--- src/rtl/r_inst_fetch.sv ---
// r_inst_fetch
// Instruction-fetch stage feeding the R-type datapath. A small loadable
// instruction memory is walked by a PC; each R-type word is presented over a
// valid/ready handshake. Fetching stops on the end-of-program sentinel, on any
// non-R-type opcode (flagged as illegal) or after the last memory address.
module r_inst_fetch #(
   parameter int          ADDR_W   = 6,
   parameter logic [31:0] END_MARK = 32'hFFFF_FFFF
) (
   input  logic              clk,
   input  logic              rst,
   input  logic              start,
   input  logic              imem_we,
   input  logic [ADDR_W-1:0] imem_waddr,
   input  logic [31:0]       imem_wdata,
   output logic              out_valid,
   input  logic              out_ready,
   output logic [31:0]       inst,
   output logic [4:0]        rs,
   output logic [4:0]        rt,
   output logic [4:0]        rd,
   output logic [4:0]        shamt,
   output logic [5:0]        funct,
   output logic [ADDR_W-1:0] pc,
   output logic              busy,
   output logic              halted,
   output logic              illegal,
   output logic [15:0]       inst_count
);

   localparam logic [1:0] ST_IDLE  = 2'd0;
   localparam logic [1:0] ST_FETCH = 2'd1;
   localparam logic [1:0] ST_VALID = 2'd2;
   localparam logic [1:0] ST_HALT  = 2'd3;

   localparam int DEPTH = 2 ** ADDR_W;

   logic [31:0]       r_mem [DEPTH];
   logic [1:0]        r_state;
   logic [ADDR_W-1:0] r_pc;
   logic [31:0]       r_inst;
   logic              r_out_valid;
   logic              r_illegal;
   logic [15:0]       r_count;

   logic [31:0]       w_word;
   logic [5:0]        w_opcode;
   logic              w_is_end;
   logic              w_is_illegal;
   logic              w_mem_wr_en;
   logic              w_pc_last;
   logic              w_accept;
   logic              w_count_sat;
   logic              w_idle_or_halt;

   // The memory may only be rewritten while nothing is being fetched, so a
   // program cannot change underneath a running fetch sequence.
   assign w_idle_or_halt = (r_state == ST_IDLE) || (r_state == ST_HALT);
   assign w_mem_wr_en    = imem_we && w_idle_or_halt;

   // Asynchronous read of the word the PC points at.
   assign w_word       = r_mem[r_pc];
   assign w_opcode     = w_word[31:26];
   assign w_is_end     = (w_word == END_MARK);
   assign w_is_illegal = (w_opcode != 6'd0);

   assign w_pc_last   = (r_pc == {ADDR_W{1'b1}});
   assign w_accept    = r_out_valid && out_ready;
   assign w_count_sat = (r_count == 16'hFFFF);

   // Instruction memory write port; contents deliberately survive reset.
   always_ff @(posedge clk) begin
      if (w_mem_wr_en) begin
         r_mem[imem_waddr] <= imem_wdata;
      end
   end

   // Fetch sequencer: walks the PC, captures R-type words and handles the
   // handshake, halting on sentinel, illegal opcode or the last address.
   always_ff @(posedge clk or negedge rst) begin
      if (!rst) begin
         r_state     <= ST_IDLE;
         r_pc        <= '0;
         r_inst      <= '0;
         r_out_valid <= 1'b0;
         r_illegal   <= 1'b0;
         r_count     <= '0;
      end else begin
         case (r_state)
            ST_IDLE: begin
               if (start) begin
                  r_pc    <= '0;
                  r_state <= ST_FETCH;
               end
            end
            ST_FETCH: begin
               if (w_is_end) begin
                  r_state <= ST_HALT;
               end else if (w_is_illegal) begin
                  r_illegal <= 1'b1;
                  r_state   <= ST_HALT;
               end else begin
                  r_inst      <= w_word;
                  r_out_valid <= 1'b1;
                  r_state     <= ST_VALID;
               end
            end
            ST_VALID: begin
               if (w_accept) begin
                  r_out_valid <= 1'b0;
                  if (!w_count_sat) begin
                     r_count <= r_count + 16'd1;
                  end
                  if (w_pc_last) begin
                     r_state <= ST_HALT;
                  end else begin
                     r_pc    <= r_pc + ADDR_W'(1);
                     r_state <= ST_FETCH;
                  end
               end
            end
            ST_HALT: begin
               if (start) begin
                  r_pc      <= '0;
                  r_illegal <= 1'b0;
                  r_count   <= '0;
                  r_state   <= ST_FETCH;
               end
            end
            default: begin
               r_state <= ST_IDLE;
            end
         endcase
      end
   end

   // Field decode is purely combinational from the held instruction.
   assign rs    = r_inst[25:21];
   assign rt    = r_inst[20:16];
   assign rd    = r_inst[15:11];
   assign shamt = r_inst[10:6];
   assign funct = r_inst[5:0];

   assign inst       = r_inst;
   assign out_valid  = r_out_valid;
   assign pc         = r_pc;
   assign busy       = (r_state == ST_FETCH) || (r_state == ST_VALID);
   assign halted     = (r_state == ST_HALT);
   assign illegal    = r_illegal;
   assign inst_count = r_count;

endmodule

--- config.mk ---
export PLATFORM = sky130hd
export DESIGN_NAME = r_inst_fetch
export DESIGN_NICKNAME = d
export VERILOG_FILES = /design/src/rtl/r_inst_fetch.sv
export SDC_FILE = /design/constraint.sdc
export NUM_CORES = 2
export LEC_CHECK = 0
export ABC_CLOCK_PERIOD_IN_PS = 3600
export BUFFER_PORTS_ARGS = -buffer_cell sky130_fd_sc_hd__buf_2
export CAP_MARGIN = 20
export CORE_MARGIN = 10
export CORE_UTILIZATION = 50
export CTS_BUF_LIST = sky130_fd_sc_hd__clkbuf_16
export DETAILED_ROUTE_END_ITERATION = 7
export PLACE_DENSITY_LB_ADDON = 0.2
export SLEW_MARGIN = 20
export SYNTH_ARGS = -nofsm -noshare
export SYNTH_HDL_FRONTEND = slang
export SYNTH_SLANG_ARGS = --single-unit
--- constraint.sdc ---
create_clock -name clk -period 3.6 [get_ports clk]
set_input_delay 0.18 -clock clk [delete_from_list [all_inputs] [get_ports clk]]
set_output_delay 0.18 -clock clk [all_outputs]
set_load 0.02 [all_outputs]
==> results.txt <==
Reg2Reg Launch Point = pc[0]
P_leak = 30.7 nW
Critical Path Start Type = register
vias post-DR = 43.8k
Overflow after GRT = 0
register bit total from synthesis = 2106
CP Capture Type = register
status = complete, but fails checks
Synth Net Count = 3910
Hold WS = 0.0182 ns
Crit. Startpoint = pc[0]
Synth warnings = 0
R2R Setup Slk = -0.02 ns
register area = 63000 um^2
Fmax achieved = 276 MHz
Die H = 425 um
Post-synth ARST share = 0.0275
Synth cell types = 80
CTS Buffer Depth = 3
PortBufs = 126
RSZ-0062 raised after global routing = yes
layout net count = 4442
final setup margin = -0.0237 ns
vias per cell = 6.50
IO Count = 127
die width = 425 um
CTS root buf = clkbuf_16
Hold Path Class = in -> reg
Syn Inst Count = 3861
site row count = 148
H-tree level count = 4
WP data arrival = 4.35 ns
period utilization = 1.01
Multi-input gate area = 17800 um^2
DR WL/cell = 36.0 um
Final Core Density = 0.585
Placer Congestion = 0.853
CTS tree = built
Setup Skew = 0.0285 ns
top_reg_cell synth = edfxtp_1
Avg Inst Size Synth = 21.2 um^2
CTS Buf Count = 204
Hold EP = r_mem[52][9]
Post-Route WL = 243000 um
Area Overhead vs Synth = 16.4%
full die area = 180000 um^2
RR Endpoint = inst[6]
max cap viols = 0
initial antenna violation count = 11
EDFF count, synth = 2048
Final Max Tran Viols = 0
largest net degree at the start of global routing = 65
Final Setup Violations = 9
DRT Pass-1 Iters = 8
VDD IR max = 0.434 mV
crit-path max FO = 9
min cycle time layout = 3.62 ns
Final ANT Viol Nets = 0
final hold violation count = 0
DRT iter0 DRCs = 6162
hpwl dp = 139000 um
register area share after synthesis = 0.769
Crit Path Class = reg -> reg
GRT Overall Usage = 0.266
clk slew on worst S/H paths = 0.06 ns
PwrDens = 670 nW/um^2
hold path depth = 1
Post-Layout Cell Count = 6738
failing checks = DRC, setup timing
clk_lat worst skew = 0.85 ns
Initial Utilization = 0.503
clk sinks = 2106
first-pass GRT wire length = 338000 um
slew margin rel. = 0.277
hold_sp = imem_wdata[9]
Slew @ Worst Pin = 1.08 ns
worst r2r path cells = 10
core area = 163000 um^2
number of global-route vias before repair = 42.4k
dpl cells = 6279
mapped cell area = 81900 um^2
Fill cells = 11.7k
share of cells above drive strength 1 = 0.296
Worst EP required = 4.32 ns
# DRC = 1
power breakdown:
part | switching (mW) | internal, mW | total (mW) | leakage (nW)
registers | 0.539 | 27.2 | 27.8 | 19.2
logic | 8.68 | 7.43 | 16.1 | 8.27
clock network | 8.99 | 11.0 | 20.0 | 3.25
total | 18.2 | 45.6 | 63.8 | 30.7
registers in the layout, indices dropped and copies added (netlist names):
register	flops
pc	6
r_mem	2048
illegal	1
r_state	2
out_valid	1
inst	32
inst_count	16
kinds of logic after synthesis:
group	synth area share
DFF	0.769
muxes	0.150
AOI/OAI and AO/OA	0.0370
and+or+nand+nor	0.0216
buffers and inverters	0.0214
adders and majority gates	0.000917
xor gates and xnor gates	0.000535
layout make-up:
cell class	count	share of cell area
antenna	7	0.000184
clock buffer	206	0.0541
clock inverter	163	0.0108
inverter	15	0.000617
multi-input combinational	1502	0.187
sequential	2106	0.661
tap	2175	0.0286
timing repair buffer	564	0.0574
cell usage after synthesis, drive strengths merged (5+ instances only):
library cell,count,area [um^2]
edfxtp,2048,61500
mux4,409,9290
mux2i,232,2320
buf,170,1360
nand2,134,503
nor2,110,413
a21oi,71,355
clkbuf,66,319
dfrtp,58,1450
mux2,56,631
o21ai,54,270
a22oi,51,383
o221ai,47,412
a221oi,38,333
nand3,28,140
o22ai,27,169
a22o,19,166
a211oi,18,135
nor3,16,85.1
nor2b,15,93.8
inv,14,52.6
a221o,13,130
nand4,13,81.3
a211o,11,96.3
o211ai,10,75.1
a31oi,9,56.3
and2,8,50.1
and3,8,50.1
nand2b,8,50.1
nand3b,7,52.6
a2111oi,6,53.8
ha,6,75.1
a32o,5,50.1
o22a,5,43.8
layout by cell type (no fill, tap or decap), types with 14 or more instances in the layout:
cell type / n
edfxtp_1: 2048
mux4_2: 388
buf_4: 310
mux2i_1: 230
clkbuf_16: 208
nand2_1: 132
buf_2: 110
buf_12: 88
inv_1: 72
a21oi_1: 68
nor2_4: 63
dfrtp_1: 52
o21ai_0: 51
a22oi_1: 49
clkinv_1: 48
mux2_2: 47
nor2_1: 46
o221ai_1: 45
a221oi_1: 37
dlygate4sd3_1: 31
nand3_1: 27
o22ai_1: 27
clkinv_2: 27
mux4_1: 21
a22o_1: 19
a211oi_1: 14
timing repair:
action / in CTS / in global routing
gates cloned: 3 / 2
resized for setup: 19 / 39
hold buffers: 17 / 15
endpoints found under the setup margin: 33 / 33
pin swaps: 3 / 11
hold endpoints to repair: 471 / 913
buffers inserted: 6 / 38
per-layer routing:
| metal | routed length, um | global-route usage | part of all wire | vias up |
|---|---|---|---|---|
| met5 | 75 | 0 | 0.00031 | - |
| met4 | 10300 | 0.104 | 0.042 | 10 |
| met3 | 24600 | 0.0534 | 0.10 | 419 |
| met2 | 113000 | 0.407 | 0.46 | 2638 |
| met1 | 95300 | 0.378 | 0.39 | 23400 |
| li1 | - | - | - | 17300 |
worst max-delay path: stages (launching register included):
cell and delay, ns:
dfrtp_4 0.48, buf_12 0.17, mux4_1 0.56, a22o_1 0.21, a211o_1 0.34, a32o_2 0.30
or4_4 0.56, nor4_4 0.18, buf_4 0.20, buf_6 0.16, mux2_2 0.34
metrics by stage:
step	TNS [ns]	setup WS (ns)	area, um^2	power (mW)
global placement	-2.40	-0.259	87800	43.4
detailed placement	-3.62	-0.199	87900	43.5
finish	-0.109	-0.0237	95300	63.8
floorplan	-0.118	-0.000785	81900	38.1
CTS	-0.412	-0.0554	94500	63.5
global route	-0.0851	-0.0267	95200	65.8
worst max path at each step:
| stage | to | slack (ns) | cells after the start |
|---|---|---|---|
| floorplan | r_mem[59][0] | -0.0008 | 7 |
| CTS | inst[10] | -0.06 | 12 |
| finish | inst[6] | -0.02 | 10 |
| global placement | illegal | -0.26 | 9 |
| global route | illegal | -0.03 | 13 |
| detailed placement | inst[10] | -0.20 | 10 |
No activity file was read; power rests on OpenSTA's default activity.
